**config.mk**
```make
export PLATFORM = sky130hd
export DESIGN_NAME = vote_tally_display
export DESIGN_NICKNAME = d
export VERILOG_FILES = /design/src/rtl/vote_pkg.sv /design/src/rtl/seg7_decoder.sv /design/src/rtl/vote_tally_display.sv
export SDC_FILE = /design/constraint.sdc
export NUM_CORES = 1
export LEC_CHECK = 0
export ABC_AREA = 0
export CAP_MARGIN = 20
export CELL_PAD_IN_SITES_DETAIL_PLACEMENT = 1
export CELL_PAD_IN_SITES_GLOBAL_PLACEMENT = 1
export CORE_UTILIZATION = 41
export CTS_BUF_LIST = sky130_fd_sc_hd__clkbuf_8
export DETAILED_ROUTE_END_ITERATION = 8
export PLACE_DENSITY_LB_ADDON = 0.1
export SETUP_SLACK_MARGIN = 0.1
export SLEW_MARGIN = 0
export SYNTH_ARGS = -nofsm -noshare
export SYNTH_HDL_FRONTEND = slang
export SYNTH_SLANG_ARGS = --single-unit
```
**constraint.sdc**
```tcl
create_clock -name clk -period 2.4 [get_ports clk]
set_input_delay 0.48 -clock clk [delete_from_list [all_inputs] [get_ports clk]]
set_output_delay 0.48 -clock clk [all_outputs]
set_load 0.02 [all_outputs]
```
**src/rtl/vote_pkg.sv**
```systemverilog
// Shared constants, FSM state type and BCD helper for the vote tally display.
package vote_pkg;

    // Active-high segment patterns, bit0 = a ... bit6 = g
    localparam logic [6:0] SEG_0     = 7'b0111111;
    localparam logic [6:0] SEG_1     = 7'b0000110;
    localparam logic [6:0] SEG_2     = 7'b1011011;
    localparam logic [6:0] SEG_3     = 7'b1001111;
    localparam logic [6:0] SEG_4     = 7'b1100110;
    localparam logic [6:0] SEG_5     = 7'b1101101;
    localparam logic [6:0] SEG_6     = 7'b1111101;
    localparam logic [6:0] SEG_7     = 7'b0000111;
    localparam logic [6:0] SEG_8     = 7'b1111111;
    localparam logic [6:0] SEG_9     = 7'b1101111;
    localparam logic [6:0] SEG_DASH  = 7'b1000000;
    localparam logic [6:0] SEG_BLANK = 7'b0000000;

    typedef enum logic [1:0] {
        ST_IDLE  = 2'd0,
        ST_COUNT = 2'd1,
        ST_HOLD  = 2'd2
    } state_t;

    // Split a tally of at most 99 into {tens, ones} BCD digits.
    function automatic logic [7:0] bin_to_bcd2(input logic [6:0] tally);
        logic [6:0] tens_w;
        logic [6:0] ones_w;
        tens_w = tally / 7'd10;
        ones_w = tally % 7'd10;
        return {tens_w[3:0], ones_w[3:0]};
    endfunction

endpackage

```
**src/rtl/seg7_decoder.sv**
```systemverilog
// Digit to active-high 7-segment decoder with dash and blank overrides.
module seg7_decoder
    import vote_pkg::*;
(
    input  logic [3:0] digit_i,
    input  logic       blank_i,
    input  logic       dash_i,
    output logic [6:0] segs_o
);

    // Dash overrides blank, blank overrides the digit pattern.
    always_comb begin
        segs_o = SEG_BLANK;
        if (dash_i) begin
            segs_o = SEG_DASH;
        end else if (blank_i) begin
            segs_o = SEG_BLANK;
        end else begin
            case (digit_i)
                4'd0:    segs_o = SEG_0;
                4'd1:    segs_o = SEG_1;
                4'd2:    segs_o = SEG_2;
                4'd3:    segs_o = SEG_3;
                4'd4:    segs_o = SEG_4;
                4'd5:    segs_o = SEG_5;
                4'd6:    segs_o = SEG_6;
                4'd7:    segs_o = SEG_7;
                4'd8:    segs_o = SEG_8;
                4'd9:    segs_o = SEG_9;
                default: segs_o = SEG_BLANK;
            endcase
        end
    end

endmodule

```
**src/rtl/vote_tally_display.sv**
```systemverilog
// Latches a ballot, tallies it one vote per cycle and drives a two-digit
// multiplexed 7-segment display with the decimal result.
module vote_tally_display
    import vote_pkg::*;
#(
    parameter  int N_VOTERS       = 5,
    parameter  int REFRESH_DIV    = 50000,
    parameter  int SEG_ACTIVE_LOW = 0,
    localparam int CNT_W          = $clog2(N_VOTERS + 1)
) (
    input  logic                clk,
    input  logic                rst,
    input  logic [N_VOTERS-1:0] votes,
    input  logic                sample,
    input  logic                clear,
    output logic                busy,
    output logic                valid,
    output logic [CNT_W-1:0]    count,
    output logic                majority,
    output logic                tie,
    output logic [6:0]          segs,
    output logic [1:0]          digit_en
);

    localparam int         IDX_W    = (N_VOTERS > 1) ? $clog2(N_VOTERS) : 1;
    localparam int         REF_W    = $clog2(REFRESH_DIV);
    localparam logic [6:0] POL_MASK = (SEG_ACTIVE_LOW != 0) ? 7'h7F : 7'h00;
    localparam logic       N_EVEN   = ((N_VOTERS % 2) == 0);

    state_t              state_q,  state_d;
    logic [N_VOTERS-1:0] ballot_q, ballot_d;
    logic [CNT_W-1:0]    acc_q,    acc_d;
    logic [IDX_W-1:0]    idx_q,    idx_d;
    logic [CNT_W-1:0]    count_q,  count_d;
    logic                valid_q,  valid_d;

    logic [REF_W-1:0]    refresh_q, refresh_d;
    logic [1:0]          digit_en_q, digit_en_d;
    logic [6:0]          segs_q, segs_d;

    logic                ref_wrap_s;
    logic [7:0]          bcd_s;
    logic [3:0]          mux_digit_s;
    logic                mux_blank_s;
    logic [6:0]          dec_segs_s;

    // Tally FSM: clear beats sample; sample only accepted outside COUNT.
    always_comb begin
        state_d  = state_q;
        ballot_d = ballot_q;
        acc_d    = acc_q;
        idx_d    = idx_q;
        count_d  = count_q;
        valid_d  = valid_q;
        if (clear) begin
            state_d  = ST_IDLE;
            ballot_d = '0;
            acc_d    = '0;
            idx_d    = '0;
            count_d  = '0;
            valid_d  = 1'b0;
        end else begin
            case (state_q)
                ST_IDLE, ST_HOLD: begin
                    if (sample) begin
                        state_d  = ST_COUNT;
                        ballot_d = votes;
                        acc_d    = '0;
                        idx_d    = '0;
                        valid_d  = 1'b0;
                    end else begin
                        state_d  = state_q;
                    end
                end
                ST_COUNT: begin
                    acc_d = acc_q + CNT_W'(ballot_q[idx_q]);
                    idx_d = idx_q + IDX_W'(1);
                    if (idx_q == IDX_W'(N_VOTERS - 1)) begin
                        count_d = acc_d;
                        valid_d = 1'b1;
                        state_d = ST_HOLD;
                    end else begin
                        state_d = ST_COUNT;
                    end
                end
                default: begin
                    state_d = ST_IDLE;
                end
            endcase
        end
    end

    // Tally state registers.
    always_ff @(posedge clk or posedge rst) begin
        if (rst) begin
            state_q  <= ST_IDLE;
            ballot_q <= '0;
            acc_q    <= '0;
            idx_q    <= '0;
            count_q  <= '0;
            valid_q  <= 1'b0;
        end else begin
            state_q  <= state_d;
            ballot_q <= ballot_d;
            acc_q    <= acc_d;
            idx_q    <= idx_d;
            count_q  <= count_d;
            valid_q  <= valid_d;
        end
    end

    assign busy     = (state_q == ST_COUNT);
    assign valid    = valid_q;
    assign count    = count_q;
    assign majority = valid_q && (count_q > CNT_W'(N_VOTERS / 2));
    assign tie      = valid_q && N_EVEN && (count_q == CNT_W'(N_VOTERS / 2));

    assign bcd_s = bin_to_bcd2(7'(count_q));

    // Refresh counter and digit slot selection; segs follow the next slot
    // so both change on the same edge.
    always_comb begin
        ref_wrap_s = (refresh_q == REF_W'(REFRESH_DIV - 1));
        if (ref_wrap_s) begin
            refresh_d  = '0;
            digit_en_d = {digit_en_q[0], digit_en_q[1]};
        end else begin
            refresh_d  = refresh_q + REF_W'(1);
            digit_en_d = digit_en_q;
        end
        if (digit_en_d[0]) begin
            mux_digit_s = bcd_s[3:0];
            mux_blank_s = 1'b0;
        end else begin
            mux_digit_s = bcd_s[7:4];
            mux_blank_s = (bcd_s[7:4] == 4'd0);
        end
        segs_d = dec_segs_s ^ POL_MASK;
    end

    seg7_decoder u_dec (
        .digit_i (mux_digit_s),
        .blank_i (mux_blank_s),
        .dash_i  (!valid_q),
        .segs_o  (dec_segs_s)
    );

    // Display registers: refresh count, digit enable and segment drive.
    always_ff @(posedge clk or posedge rst) begin
        if (rst) begin
            refresh_q  <= '0;
            digit_en_q <= 2'b01;
            segs_q     <= SEG_DASH ^ POL_MASK;
        end else begin
            refresh_q  <= refresh_d;
            digit_en_q <= digit_en_d;
            segs_q     <= segs_d;
        end
    end

    assign segs     = segs_q;
    assign digit_en = digit_en_q;

endmodule

```
==> results of run 1 <==
==> final cells by class <==
class	count	area (µm²)
clock buffer	5	68.8
timing repair buffer	49	425
fill	545	2090
multi-input combinational	139	1020
clock inverter	3	13.8
inverter	7	26.3
tap	67	83.8
sequential	42	1050
==> cell families after synthesis <==
logic type               Yosys count
XOR/XNOR                          14
multiplexers                      15
buffers and inverters             15
other                              1
flip-flops                        42
AO/OA/AOI/OAI                     21
adder cells (fa/ha/maj)           10
AND/OR/NAND/NOR                   78
==> worst max-delay path, cell delays in order, from the launching register on <==
cell	delay (ps)
dfrtp_1	380
or4bb_1	550
nor4_4	330
mux2i_2	310
inv_2	130
and2_4	190
ha_2	180
mux2i_1	150
and3_1	210
==> flip-flops by register name, indices dropped and copies added, names as in the netlist <==
register,flops
valid,1
segs,7
idx_q,3
state_q,2
count,3
refresh_q,16
ballot_q,5
digit_en,2
acc_q,3
==> layer usage <==
metal  share of wire (%)  GRT usage (%)  routed length, µm
met1                  44           22.8               2100
met2                  54           37.2               2580
met3                 1.3           2.90                 64
met4                 1.1           7.19                 54
met5                   0              0                  0
==> metrics by stage <==
step | hold WS (ps) | cell area, µm² | setup slack, ps | power, mW | cells
floorplan | 446 | 2100 | -26.2 | 0.791 | 196
global placement | 458 | 2510 | 37.0 | 0.823 | 295
detailed placement | 478 | 2510 | -92.4 | 0.827 | 295
CTS | 488 | 2650 | -61.8 | 1.27 | 309
global route | 516 | 2690 | -180 | 1.30 | 312
finish | 485 | 2690 | -101 | 1.25 | 312
==> path summary, 6_finish.rpt <==
path,to,slack (ps)
min in group asynchronous,idx_q[2],620
setup / recovery,segs[0],-100
setup reg to reg,segs[0],-100
hold / removal,refresh_q[0],490
hold reg to reg,refresh_q[0],490
max in group asynchronous,segs[6],1410
==> synth_stat cells, types with 4 or more instances <==
cell type	count
ha_1	10
and3_1	4
dfrtp_1	40
inv_1	6
nand3_1	5
nand2_1	15
nand2b_1	4
nor3_1	5
clkbuf_1	6
xor2_1	7
o21ai_0	6
nor2_1	25
a21oi_1	7
xnor2_1	7
mux2i_1	12
nor2b_1	6
==> cells in the final DEF (no fill, tap or decap), types with 4 or more instances in the layout <==
| cell | count |
|---|---|
| nand3_1 | 5 |
| xnor2_1 | 7 |
| clkbuf_8 | 5 |
| nor3_1 | 5 |
| mux2i_1 | 11 |
| a21oi_1 | 7 |
| ha_1 | 5 |
| nand2_1 | 12 |
| xor2_1 | 7 |
| buf_4 | 26 |
| inv_1 | 7 |
| nor2b_1 | 6 |
| nor2_1 | 25 |
| dfrtp_1 | 40 |
| and3_1 | 4 |
| nand2b_1 | 4 |
| clkdlybuf4s50_1 | 23 |
==> where the power goes <==
| part | internal [mW] | switching, mW |
|---|---|---|
| Clock | 0.198 | 0.237 |
| Sequential | 0.716 | 0.00647 |
| Combinational | 0.0410 | 0.0502 |
==> timing repair <==
action,CTS,global route
hold endpoints to repair,0,0
pin swaps,3,5
setup endpoints to repair,7,9
resized for setup,3,7
hold buffers,0,0
buffers inserted,6,4
==> flow_summary.toml, run 1 <==
[cts]
clk_transition_reported_paths_ps = 80
cts_root_buffer = "clkbuf_8"
cts_tree = "done"
cts_max_path_buffers = 2
clock_latency_ps = 290
cts.sinks = 42
htreeDepth = 2
numCtsBuffers = 5

[placement]
io_buffer_count = 23
hpwlAfterDp_um = 3410
place_congestion = 0.815

[synth]
synth_mux_area_share_pct = 8.02
ys_ff_latch = 42
netlist_area_um2 = 2060
synth_simple_gate_area_share_pct = 19.4
synthAdderAreaFrac_pct = 6.08
synth_area_leaders = "dfrtp_1 (49%), ha_1 (6.1%), mux2i_1 (5.8%)"
synth_edf_count = 0
synth_cell_types = 39
synth_top_family_by_area = "simple AND/OR/NAND/NOR gates"
synth-main-ff-cell = "dfrtp_1"
synth_top_area_share_pct = 48.6
syn_nets = 215
syn_area_per_cell_um2 = 10.5
synth_top_cell_by_area = "dfrtp_1"
synthArstFlopShare_pct = 100
synthCells = 196
ys_seq_area_share_pct = 51.2
synth_xor_area_share_pct = 5.95
synth_compound_area_share_pct = 6.20
yosys_warnings = 0

[sta]
rsz0062_at_grt = "true"
tightest_slew_ps = 594
tns_ps = -250
slew_headroom_pct = 60.3
worst_slack_ps = -101
fin_crit_ps = 2500
slew_violations = 0
setup_viol = 5
hold_viol = 0
finalCritPeriodShare_pct = 104
max_freq_mhz = 400
finClkSkew_ps = 12.5

[power]
vdd_drop_max_uv = 309
power.density_nw_per_um2 = 464
p_leak_nw = 1.29

[worst_hold_path]
hold_depth = 1
hold_start = "refresh_q[0]"
hp-class = "flop to flop"

[route]
vias_per_cell = 5.02
first_pass_iters = 4
drtIter0Drc = 41
wirelength_um = 4800
vias = 1567
ant_nets = 0
wl_per_cell_um = 15.4
drc = 0

[die]
core_area_um2 = 4790
start_util_pct = 43.0
io_pins = 25
dieHeight_um = 72.9
fp.dieArea_um2 = 5310
fp-row-count = 25
die_x_um = 72.9

[finish]
area_growth_pct = 30.7
nets = 263
postLayoutCoreUtil_pct = 56.2
final_layout_size_suffix_gt1_share_pct = 22.0
antennaDiodeCount = 0

[setup_path]
rr_worst_depth = 8
crit_required_ps = 2620
crit_type = "flop to flop"
arrival_ps = 2720
rr_startpoint = "refresh_q[5]"
critPathLaunchType = "flop"
crit_path_end_kind = "flop"
path_max_fanout = 6
setup.worst_path.start = "refresh_q[5]"

[run]
cap_violations = 0

[status]
outcome = "finished with violations"
violations = "setup timing"

[global_routing]
grt_overflow = 0
grtUsageTotal_pct = 19.8
antenna_found_initial = 0
grt_pass1_vias = 1667
grt_pass1_wl_um = 7920
grt_max_degree = 43
No activity file was read; power rests on OpenSTA's default activity.
==> run 2, diff against run 1 <==
--- a/config.mk
+++ b/config.mk
@@ -15,5 +15,5 @@
 export PLACE_DENSITY_LB_ADDON = 0.1
 export SETUP_SLACK_MARGIN = 0.1
-export SLEW_MARGIN = 0
+export SLEW_MARGIN = 10
 export SYNTH_ARGS = -nofsm -noshare
 export SYNTH_HDL_FRONTEND = slang
==> constraint.sdc (replaced) <==
create_clock -name clk -period 2.4 [get_ports clk]
set_input_delay 0.24 -clock clk [delete_from_list [all_inputs] [get_ports clk]]
set_output_delay 0.24 -clock clk [all_outputs]
set_load 0.02 [all_outputs]
==> run 2 against run 1 <==
Effect of this change:
- the run still ends with setup timing left
- global-route usage grew 1.0 points
- maximum frequency decreased by 2.8%
- clock-buffer cell count grew 1
- combinational power shrank 4.6%
- clock skew shrank 9.3 ps
- largest cell class unchanged
- sequential cell count unchanged
- routed wire length up 9.3%
- critical path depth grew 1
- first-iteration DRC count rose by 39%
- power up 21%
==> flow_summary.toml, run 2 (synthesis gave the netlist of run 1 again) <==
[sta]
hold_viol = 0
hold-worst-slack_ps = 376
tightest_slew_ps = 590
rsz0062_at_grt = "true"
finalCritPeriodShare_pct = 107
finClkSkew_ps = 3.15
tns_ps = -768
setup_viol = 7
slew_violations = 0
max_freq_mhz = 388
worst_slack_ps = -175
fin_crit_ps = 2570
slew_headroom_pct = 60.5

[finish]
final_layout_size_suffix_gt1_share_pct = 22.9
antennaDiodeCount = 0
largest_register_ffs = 16
mostFrequentLayoutCells = "dfrtp_1 (39), nor2_1 (25), buf_4 (24)"
nets = 263
largest-register = "refresh_q"
area_growth_pct = 35.4
postLayoutCoreUtil_pct = 58.2
final_common_cell = "dfrtp_1"

[cts]
numCtsBuffers = 5
cts_root_buffer = "clkbuf_8"
clock_latency_ps = 300
cts_max_path_buffers = 2
cts.sinks = 42
clk_transition_reported_paths_ps = 80
hold_buffers = 0
htreeDepth = 2
cts_tree = "done"

[global_routing]
grt_overflow = 0
grtUsageTotal_pct = 20.9
antenna_found_initial = 0
grt_max_degree = 43
grt_pass1_wl_um = 8250
grt_pass1_vias = 1700

[route]
vias_per_cell = 5.20
first_pass_iters = 4
wl_per_cell_um = 16.8
ant_nets = 0
drc = 0
vias = 1621
wirelength_um = 5250
drtIter0Drc = 57

[setup_path]
crit_path_max_incr_delay_ps = 560
critPathLaunchType = "flop"
arrival_ps = 2760
crit_type = "flop to flop"
crit_required_ps = 2580
crit_chain = "or4bb_1 -> nor4_4 -> mux2i_2 -> inv_2 -> and2_4 -> ha_4 -> nand2_1 -> o21ai_1 -> and3_1"
path_max_fanout = 5
crit_path_end_kind = "flop"
slowest_stage = "or4bb_1"

[power]
power.density_nw_per_um2 = 541
vdd_drop_max_uv = 278
p_leak_nw = 1.33

[placement]
io_buffer_count = 23
hpwlAfterDp_um = 3280
place_congestion = 0.770

[status]
violations = "setup timing"
outcome = "finished with violations"

[die]
die_x_um = 72.9
start_util_pct = 43.0
io_pins = 25
fp-row-count = 25
dieHeight_um = 72.9
fp.dieArea_um2 = 5310
core_area_um2 = 4790

[worst_hold_path]
hp-class = "primary input to asynchronous set/reset pin"

[run]
cap_violations = 0
==> run 2: worst max-delay path: cells and delay by family (launching register included) <==
kind            cells  cell delay (ps)
fa+ha+maj           1              160
buf+inv             1              130
flops               1              410
mux                 1              330
simple gates        5             1360
compound gates      1               70
==> run 2: path summary, 6_finish.rpt <==
kind	from	to	slack, ps	cells after the start
max in group asynchronous	rst	idx_q[0]	1630	3
worst max-delay path	refresh_q[5]	segs[4]	-170	9
worst min register to register	refresh_q[0]	refresh_q[0]	510	1
worst max register to register	refresh_q[5]	segs[4]	-170	9
min in group clk	refresh_q[0]	refresh_q[0]	510	1
worst min-delay path	rst	acc_q[1]	380	3
==> run 2: per-stage QoR <==
stage          setup slack [ps]  instance area, µm²  std cells  power [mW]
5_1_grt                    -240                2790        312        1.56
3_5_place_dp              -76.1                2490        293       0.824
6_report                   -175                2790        312        1.51
2_1_floorplan             -26.2                2100        196       0.791
3_3_place_gp               58.3                2490        293       0.821
4_1_cts                   -34.7                2720        307        1.52
==> run 2: final cells by class <==
cell class / count / area (µm²)
clock inverters: 2 / 60.1
well taps: 67 / 83.8
fillers: 532 / 2000
repair buffers: 49 / 442
flip-flops and latches: 42 / 1050
multi-input cells: 139 / 1040
inverters: 7 / 26.3
clock buffers: 6 / 82.6
==> run 2: per-layer routing <==
| metal | track usage (%) | up-vias | share of wire, % |
|---|---|---|---|
| met3 | 3.31 | 5 | 2.4 |
| met1 | 24.4 | 829 | 42 |
| met5 | 0 | - | 0 |
| met4 | 10.0 | 0 | 1.1 |
| li1 | - | 759 | - |
| met2 | 37.3 | 28 | 54 |
==> run 2: what timing repair did <==
item,4_1_cts,5_1_grt
gates resized for setup,7,7
setup buffers,6,5
endpoints found under the setup margin,7,10
hold endpoints to repair,0,0
pin swaps,4,7
==> run 2: power breakdown <==
part           internal (mW)  switching, mW
Combinational         0.0407         0.0463
Sequential             0.716        0.00938
Clock                  0.444          0.251
Total                   1.20          0.307
